File: src/rtl/muldiv_sched.sv
// Iterative 32x32 multiply / divide sequencer for the EX stage.
// One shift-add or restoring-divide step per cycle; the result is presented for a single DONE cycle.
module muldiv_sched (
  input  logic        clk,
  input  logic        rst,
  input  logic        start,
  input  logic [1:0]  op,
  input  logic [31:0] src_a,
  input  logic [31:0] src_b,
  input  logic        flush,
  output logic        stallreq,
  output logic        busy,
  output logic        done,
  output logic        hi_we,
  output logic        lo_we,
  output logic [31:0] hi_wdata,
  output logic [31:0] lo_wdata,
  output logic        div_zero
);

  typedef enum logic [1:0] {
    ST_IDLE,
    ST_MUL_RUN,
    ST_DIV_RUN,
    ST_DONE
  } state_t;

  state_t      state, state_nxt;
  logic [5:0]  cnt;
  logic [32:0] acc_hi;
  logic [31:0] acc_lo;
  logic [31:0] breg;
  logic        is_div, neg_q, neg_r, dz;

  logic        op_signed;
  logic [31:0] a_mag, b_mag;
  logic [32:0] mul_sum;
  logic [32:0] rem_sh;
  logic [33:0] div_diff;
  logic [63:0] prod, prod_neg;

  assign op_signed = ~op[0];
  assign a_mag     = (op_signed && src_a[31]) ? (~src_a + 32'd1) : src_a;
  assign b_mag     = (op_signed && src_b[31]) ? (~src_b + 32'd1) : src_b;

  always_comb begin
    mul_sum  = acc_hi + (acc_lo[0] ? {1'b0, breg} : 33'd0);
    rem_sh   = {acc_hi[31:0], acc_lo[31]};
    div_diff = {1'b0, rem_sh} - {2'b00, breg};
  end

  always_ff @(posedge clk or posedge rst) begin
    if (rst) state <= ST_IDLE;
    else     state <= state_nxt;
  end

  always_comb begin
    state_nxt = state;
    if (flush) begin
      state_nxt = ST_IDLE;
    end else begin
      case (state)
        ST_IDLE: begin
          if (start) begin
            if (!op[1])              state_nxt = ST_MUL_RUN;
            else if (src_b == '0)    state_nxt = ST_DONE;
            else                     state_nxt = ST_DIV_RUN;
          end
        end
        ST_MUL_RUN, ST_DIV_RUN: begin
          if (cnt == 6'd31) state_nxt = ST_DONE;
        end
        default: state_nxt = ST_IDLE;
      endcase
    end
  end

  // acc_hi:acc_lo is the shifting product in MUL_RUN and remainder:quotient in DIV_RUN
  always_ff @(posedge clk or posedge rst) begin
    if (rst) begin
      cnt    <= '0;
      acc_hi <= '0;
      acc_lo <= '0;
      breg   <= '0;
      is_div <= 1'b0;
      neg_q  <= 1'b0;
      neg_r  <= 1'b0;
      dz     <= 1'b0;
    end else if (!flush) begin
      case (state)
        ST_IDLE: begin
          if (start) begin
            cnt    <= '0;
            is_div <= op[1];
            neg_q  <= op_signed & (src_a[31] ^ src_b[31]);
            neg_r  <= op_signed & src_a[31];
            dz     <= op[1] & (src_b == '0);
            if (op[1] && src_b == '0) begin
              acc_hi <= {1'b0, src_a};
              acc_lo <= '1;
              breg   <= '0;
            end else begin
              acc_hi <= '0;
              acc_lo <= op[1] ? a_mag : b_mag;
              breg   <= op[1] ? b_mag : a_mag;
            end
          end
        end
        ST_MUL_RUN: begin
          cnt    <= cnt + 6'd1;
          acc_hi <= {1'b0, mul_sum[32:1]};
          acc_lo <= {mul_sum[0], acc_lo[31:1]};
        end
        ST_DIV_RUN: begin
          cnt <= cnt + 6'd1;
          if (!div_diff[33]) begin
            acc_hi <= {1'b0, div_diff[31:0]};
            acc_lo <= {acc_lo[30:0], 1'b1};
          end else begin
            acc_hi <= {1'b0, rem_sh[31:0]};
            acc_lo <= {acc_lo[30:0], 1'b0};
          end
        end
        default: ;
      endcase
    end
  end

  assign prod     = {acc_hi[31:0], acc_lo};
  assign prod_neg = ~prod + 64'd1;

  always_comb begin
    stallreq = ~rst & (((state == ST_IDLE) & start & ~flush) |
                       (state == ST_MUL_RUN) | (state == ST_DIV_RUN));
    busy     = (state != ST_IDLE);
    done     = (state == ST_DONE);
    hi_we    = done;
    lo_we    = done;
    div_zero = done & dz;
    hi_wdata = '0;
    lo_wdata = '0;
    if (done) begin
      if (!is_div) begin
        {hi_wdata, lo_wdata} = neg_q ? prod_neg : prod;
      end else if (dz) begin
        hi_wdata = acc_hi[31:0];
        lo_wdata = acc_lo;
      end else begin
        lo_wdata = neg_q ? (~acc_lo + 32'd1) : acc_lo;
        hi_wdata = neg_r ? (~acc_hi[31:0] + 32'd1) : acc_hi[31:0];
      end
    end
  end

endmodule

File: config.mk
export PLATFORM = sky130hd
export DESIGN_NAME = muldiv_sched
export DESIGN_NICKNAME = d
export VERILOG_FILES = /design/src/rtl/muldiv_sched.sv
export SDC_FILE = /design/constraint.sdc
export NUM_CORES = 1
export LEC_CHECK = 0
export CORE_MARGIN = 2
export CORE_UTILIZATION = 37
export DETAILED_ROUTE_END_ITERATION = 8
export HOLD_SLACK_MARGIN = 0.15
export PLACE_DENSITY = 0.67
export SKIP_LAST_GASP = 1
export SYNTH_ARGS = -nofsm -noshare
export SYNTH_HDL_FRONTEND = slang
export SYNTH_SLANG_ARGS = --single-unit
File: constraint.sdc
create_clock -name clk -period 4 [get_ports clk]
set_input_delay 0.8 -clock clk [delete_from_list [all_inputs] [get_ports clk]]
set_output_delay 0.8 -clock clk [all_outputs]
set_load 0.02 [all_outputs]
==> results of run 1 <==
-- power groups by stage --
stage	Clock [uW]	Sequential (uW)	Combinational, uW
final	1000	1940	9760
after detailed placement	0	1940	9320
after global routing	1050	2000	10600
after CTS	1000	1920	9440
after floorplan	0	2010	6100
after global placement	0	1920	9260
-- cell families after synthesis --
kind of cell | after synthesis
and+or+nand+nor | 609
adders and majority gates | 75
buffers and inverters | 177
DFF | 108
muxes | 28
xor gates and xnor gates | 161
AOI/OAI and AO/OA | 599
-- worst register-to-register path: cells and delay by family, from the launching register on --
kind                       cells  cell delay, ps
DFF                            1             480
AOI/OAI and AO/OA              7            2140
adders and majority gates      2             760
buffers and inverters          1             150
xor gates and xnor gates       1             150
and+or+nand+nor                1             190
-- how the worst max path moves through the flow --
stage / start / end / slack, ps / cells after the start
final: acc_hi[12] / hi_wdata[25] / 7 / 10
after CTS: acc_hi[0] / hi_wdata[30] / 1 / 13
after global routing: acc_hi[0] / hi_wdata[28] / -120 / 14
after floorplan: rst / acc_hi[0] / 350 / 1
after global placement: acc_hi[0] / hi_wdata[30] / -200 / 13
after detailed placement: acc_hi[0] / hi_wdata[30] / -210 / 13
-- metrics by stage --
stage               setup TNS, ps  total power, uW  setup slack (ps)  hold slack, ps
global route                 -485            13600              -120             503
CTS                             0            12400              1.10             488
detailed placement          -1120            11300              -212             472
global placement             -807            11200              -203             464
floorplan                       0             8110               354             442
finish                          0            12700              6.51             485
-- final cells by class --
cell class / count / area, um2
clock buffer: 9 / 225
clock inverter: 7 / 91.3
fill: 3426 / 18400
inverter: 68 / 258
multi-input combinational: 1472 / 9670
sequential: 108 / 2700
tap: 455 / 569
timing repair buffer: 299 / 2570
-- per-layer routing --
| layer | vias to the layer above | track usage, % | share of wire (%) |
|---|---|---|---|
| li1 | 6795 | - | - |
| met1 | 6942 | 37.9 | 43 |
| met2 | 745 | 43.9 | 46 |
| met3 | 91 | 2.89 | 7.5 |
| met4 | 0 | 11.3 | 3.8 |
| met5 | - | 0 | 0 |
-- state kept, by name, indices dropped and copies added, names as in the netlist --
register  flops
state         2
cnt           6
breg         32
acc_lo       32
dz            1
acc_hi       32
is_div        1
neg_r         1
neg_q         1
-- placed cells by master, fill, tap and decap left out, types with 27 or more instances in the layout --
cell             instances
a22oi_1                 35
clkdlybuf4s50_1        101
ha_1                    70
nor3_1                  47
nand2_1                141
and2_1                  66
xnor2_1                107
o21ai_0                143
nor2_1                 187
dfrtp_1                108
inv_1                   64
buf_4                  154
or3_1                   27
xor2_1                  52
a21oi_1                162
-- repair_timing --
item                                    4_1_cts  5_1_grt
resized for setup                            73       64
buffers inserted                              1        4
endpoints found under the setup margin       37       33
pin swaps                                     4        7
hold endpoints to repair                      0        0
hold buffers                                  0        0
==> run_results.csv, run 1 <==
group,metric,value,unit
power,peakVddDrop,0.000429,V
synthesis,yosysUniqueCellTypes,80,
critical_path,endpoint_kind,"output pin",
routing,wl_per_cell,21.0,um
worst_hold_path,hold_class,"flip-flop to flip-flop",
worst_hold_path,worstHoldEndpoint,"breg[31]",
synthesis,synth-simple-area-share,23.3,%
sta,maxSlewViolCount,0,
synthesis,syn-cell-area,0.0129,mm2
clocking,cts.root.buffer_cell,"clkbuf_16",
critical_path,r2r_start,"acc_lo[31]",
sta,layout_min_cycle_time,3990,ps
grt,grt_pass1_wl,78.0,mm
routing,drc,0,
place,dp_hpwl,39.8,mm
worst_hold_path,hp-start,"breg[31]",
synthesis,ys_ff_latch,108,
floorplanning,dieArea,0.0363,mm2
power,power_frac_comb,76.8,%
place,gp_congestion,1.03,
synthesis,syn_nets,1902,
routing,dr_total_vias,14600,
critical_path,crit_path_frequent_cell,"or3_4",
grt,grt-ovfl-total,0,
synthesis,synth_top_family_by_area,"compound AO/OA/AOI/OAI gates",
place,dp.cells,2397,
floorplanning,core-area,0.0345,mm2
routing,drt_iter0_markers,1693,
power,power_per_cell_area,789,mW/mm2
synthesis,synth_top_flop_cell,"dfrtp_1",
sta,slew_headroom,37.6,%
finish,drive_above_1_share,13.9,%
power,p_clk_share,7.9,%
floorplanning,rows,68,
synthesis,ys_async_sr_fraction,100,%
finish,final_core_util,46.7,%
synthesis,synth_area_leader_cell,"dfrtp_1",
critical_path,r2r_slack,70,ps
clocking,h-tree-depth,3,
sta,min_period_over_period,99.8,%
finish,syn_to_final_growth,24.9,%
run_status,status,"completed",
finish,final_nets,2103,
clocking,clk_path_buf_depth,2,
routing,ant_nets,0,
synthesis,synth_compound_area_share,29.7,%
sta,skew,12.9,ps
synthesis,ys_warn_count,0,
critical_path,worst_r2r_endpoint,"acc_hi[20]",
floorplanning,initial_core_util,37.4,%
power,internal-power,5990,uW
critical_path,cp_top_family,"simple AND/OR/NAND/NOR gates",
routing,routed_wl,50.8,mm
floorplanning,die_h,191,um
sta,max_freq,250,MHz
clocking,cts_sinks,108,
critical_path,crit_path_max_fanout,3,
grt,grt_pass1_vias,13500,
place,port_buffers,139,
floorplanning,fp.dieW,191,um
finish,layout.cells.non_filler,2418,
grt,grt_start_max_net_pins,72,
synthesis,synth_xor_area_share,10.9,%
routing,first_pass_iters,5,
sta,worst_pin_slew,927,ps
critical_path,crit_path_top_delay_cell,"or4_4",
synthesis,synthAdderAreaFrac,7.40,%
power,seqPwrFrac,15.3,%
floorplanning,ioPinCount,140,
synthesis,yosys.cell_count.top_type,"nor2_1",
sta,rsz0062_at_grt,"true",
critical_path,crit_chain,"or4_4 -> or3_4 -> or3_4 -> nor2b_4 -> nand2_1 -> o311ai_1 -> o21ai_1 -> xor2_1 -> and2_1 -> clkdlybuf4s15_2",
synthesis,synth_common_cells,"nor2_1 (188), a21oi_1 (164), o21ai_0 (151), nand2_1 (144), xnor2_1 (109)",
finish,n_antenna_cell,0,
grt,antenna_found_initial,0,
critical_path,worst_ep_arrival_time,3190,ps
synthesis,synth_mux_area_share,2.31,%
critical_path,path_class,"flip-flop to output pin",
place,placed_area,0.0157,mm2
power,swShare,52.9,%
synthesis,yosys.area.top_type_share,21.0,%
finish,final_area,0.0161,mm2
synthesis,netlist_instances,1757,
critical_path,critical_path_required,3200,ps
synthesis,avgSynthCellArea,7.34,um2
critical_path,worst-path-buf-inv,1,
synthesis,synth_edf_count,0,
critical_path,startpoint_type,"flip-flop",
routing,viasPerCell,6.03,
grt,grtUsageTotal,27.5,%
power,switchingPower,6720,uW
clocking,cts-buffers-inserted,9,
clocking,clk_pin_slew,90,ps
power,leakage,0.00693,uW
clocking,clk_latency,370,ps
clocking,cts_tree,"yes",
worst_hold_path,hold_path_depth,2,
synthesis,synthTopCellsByArea,"dfrtp_1 (21%), xnor2_1 (7.4%), ha_1 (7.1%), a21oi_1 (6.4%), o21ai_0 (5.9%)",
critical_path,cpPeakStageDelay,520,ps
critical_path,ff2ff_path_depth,12,
sta,hold_viol_final,0,
run,drv_cap,0,
synthesis,synth_seq_area_share,21.0,%
sta,setup_viol,0,
Power figures use the tool's default switching activity.
==> inputs of run 2 (changes only) <==
==> constraint.sdc (replaced) <==
create_clock -name clk -period 4.1 [get_ports clk]
set_input_delay 0.82 -clock clk [delete_from_list [all_inputs] [get_ports clk]]
set_output_delay 0.82 -clock clk [all_outputs]
set_load 0.02 [all_outputs]
==> run_results.csv, run 2 (same netlist as run 1, synthesis figures left out) <==
group,metric,value,unit
run_status,status,"completed",
place,port_buffers,139,
critical_path,startpoint_type,"flip-flop",
clocking,h-tree-depth,3,
finish,n_antenna_cell,0,
sta,maxSlewViolCount,0,
finish,final_core_util,46.3,%
critical_path,crit_path_max_fanout,6,
routing,dr_total_vias,14400,
power,seqPwrFrac,15.7,%
sta,skew,16.1,ps
critical_path,worst_ep_arrival_time,4310,ps
place,gp_congestion,0.989,
grt,grt-ovfl-total,0,
sta,min_period_over_period,97.5,%
power,internal-power,5750,uW
finish,drive_above_1_share,12.6,%
critical_path,crit_chain,"inv_1 -> ha_1 -> fa_1 -> nand2b_1 -> a21oi_1 -> o31a_1 -> a41o_1 -> a211oi_1 -> o41ai_1 -> xnor2_1 -> a211oi_1 -> o21a_1",
floorplanning,dieArea,0.0363,mm2
clocking,clk_pin_slew,90,ps
grt,grt_pass1_vias,13500,
power,p_clk_share,8.1,%
clocking,clk_latency,370,ps
finish,largestRegisters,"acc_hi (32), acc_lo (32), breg (32)",
critical_path,cpPeakStageDelay,550,ps
critical_path,crit_path_top_delay_cell,"dfrtp_1",
floorplanning,ioPinCount,140,
routing,first_pass_iters,6,
grt,grt_start_max_net_pins,72,
sta,max_freq,250,MHz
grt,antenna_found_initial,1,
routing,drc,0,
sta,fin_tns_setup,0,ps
critical_path,ff2ff_path_depth,12,
routing,drt_iter0_markers,1432,
finish,final_nets,2088,
floorplanning,core-area,0.0345,mm2
power,switchingPower,6450,uW
clocking,postCtsHoldBufs,0,
clocking,cts_sinks,108,
power,peakVddDrop,0.000291,V
critical_path,critical_path_required,4410,ps
worst_hold_path,hold_path_depth,2,
floorplanning,fp.dieW,191,um
sta,worst_pin_slew,831,ps
critical_path,path_class,"flip-flop to flip-flop",
finish,syn_to_final_growth,23.8,%
finish,final_cell_mix,"nor2_1 (187), a21oi_1 (164), o21ai_0 (143)",
finish,layout_commonest_cell,"nor2_1",
clocking,clk_path_buf_depth,2,
place,placed_area,0.0155,mm2
sta,layout_min_cycle_time,4000,ps
sta,rsz0062_at_grt,"true",
finish,final_area,0.0160,mm2
floorplanning,initial_core_util,37.4,%
routing,routed_wl,50.6,mm
routing,viasPerCell,6.00,
routing,ant_nets,0,
power,swShare,52.9,%
clocking,cts_tree,"yes",
power,power_frac_comb,76.2,%
sta,slew_headroom,43.9,%
sta,setup_viol,0,
critical_path,endpoint_kind,"flip-flop",
sta,fin_hold_ws,484,ps
clocking,cts.root.buffer_cell,"clkbuf_16",
power,leakage,0.00682,uW
grt,grt_pass1_wl,78.5,mm
clocking,cts-buffers-inserted,9,
sta,hold_viol_final,0,
routing,wl_per_cell,21.0,um
critical_path,crit_path_frequent_cell,"a211oi_1",
power,power_per_cell_area,765,mW/mm2
worst_hold_path,hold_class,"flip-flop to flip-flop",
place,dp_hpwl,39.3,mm
run,drv_cap,0,
floorplanning,rows,68,
grt,grtUsageTotal,27.7,%
floorplanning,die_h,191,um
run 2: changes by cell type in the layout (fill, tap and decap cells not counted), sizes merged, moves of 2 or more:
cell,before,now
clkdlybuf4s50,101,104
buf,168,150
dlygate4sd2,11,13
clkbuf,22,18
clkdlybuf4s15,1,4
run 2: final cells by class:
cell class | count | area [um2]
clock buffer | 9 | 225
clock inverter | 7 | 100
fill | 3430 | 18500
inverter | 68 | 258
multi-input combinational | 1472 | 9650
sequential | 108 | 2700
tap | 455 | 569
timing repair buffer | 284 | 2450
run 2: stage by stage:
stage	total power (uW)	instances	worst slack (ps)
3_5_place_dp	10900	2382	-179
6_report	12200	2403	101
4_1_cts	12000	2402	-149
5_1_grt	13200	2403	-55.8
3_3_place_gp	10800	2382	-130
2_1_floorplan	7920	1757	434
run 2: what timing repair did:
| item | CTS | global route |
|---|---|---|
| resized for setup | 64 | 50 |
| buffers inserted | 4 | 2 |
| endpoints found under the setup margin | 34 | 36 |
| pin swaps | 5 | 6 |
run 2: power groups by stage:
stage / registers [uW] / clock network [uW] / logic, uW
2_1_floorplan: 1960 / 0 / 5960
3_3_place_gp: 1890 / 0 / 8870
3_5_place_dp: 1910 / 0 / 8980
4_1_cts: 1890 / 995 / 9080
5_1_grt: 1970 / 1040 / 10100
6_report: 1910 / 989 / 9300
run 2: critical path: cells and delay by family (launching register included):
kind	cells	cell delay, ps
flops	1	550
xor+xnor	1	110
fa+ha+maj	2	760
buf+inv	1	160
compound gates	7	2170
simple gates	1	190
run 2: path summary, 6_finish.rpt:
check                           startpoint          to  slack (ps)
worst max-delay path            acc_lo[31]  acc_hi[20]         100
worst min-delay path              breg[29]    breg[29]         480
worst max register to register  acc_lo[31]  acc_hi[20]         100
worst min register to register    breg[29]    breg[29]         480
max in group asynchronous              rst   acc_hi[2]        2380
min in group asynchronous              rst    state[1]         920
run 2: routing by layer:
layer / routed length, um / track usage (%) / up-vias
met5: 13 / 0 / -
met4: 2040 / 11.9 / 2
met3: 3660 / 3.31 / 97
met2: 23300 / 44.9 / 604
met1: 21600 / 37.1 / 6951
li1: - / - / 6764
==> inputs of run 3 (changes only) <==
--- a/config.mk
+++ b/config.mk
@@ -8,6 +8,7 @@
 export CORE_MARGIN = 2
 export CORE_UTILIZATION = 37
 export DETAILED_ROUTE_END_ITERATION = 8
+export GPL_ROUTABILITY_DRIVEN = 1
 export HOLD_SLACK_MARGIN = 0.15
 export PLACE_DENSITY = 0.67
 export SKIP_LAST_GASP = 1
==> results of run 3 <==
Final layout, timing and power as in run 2 (identical DEF).
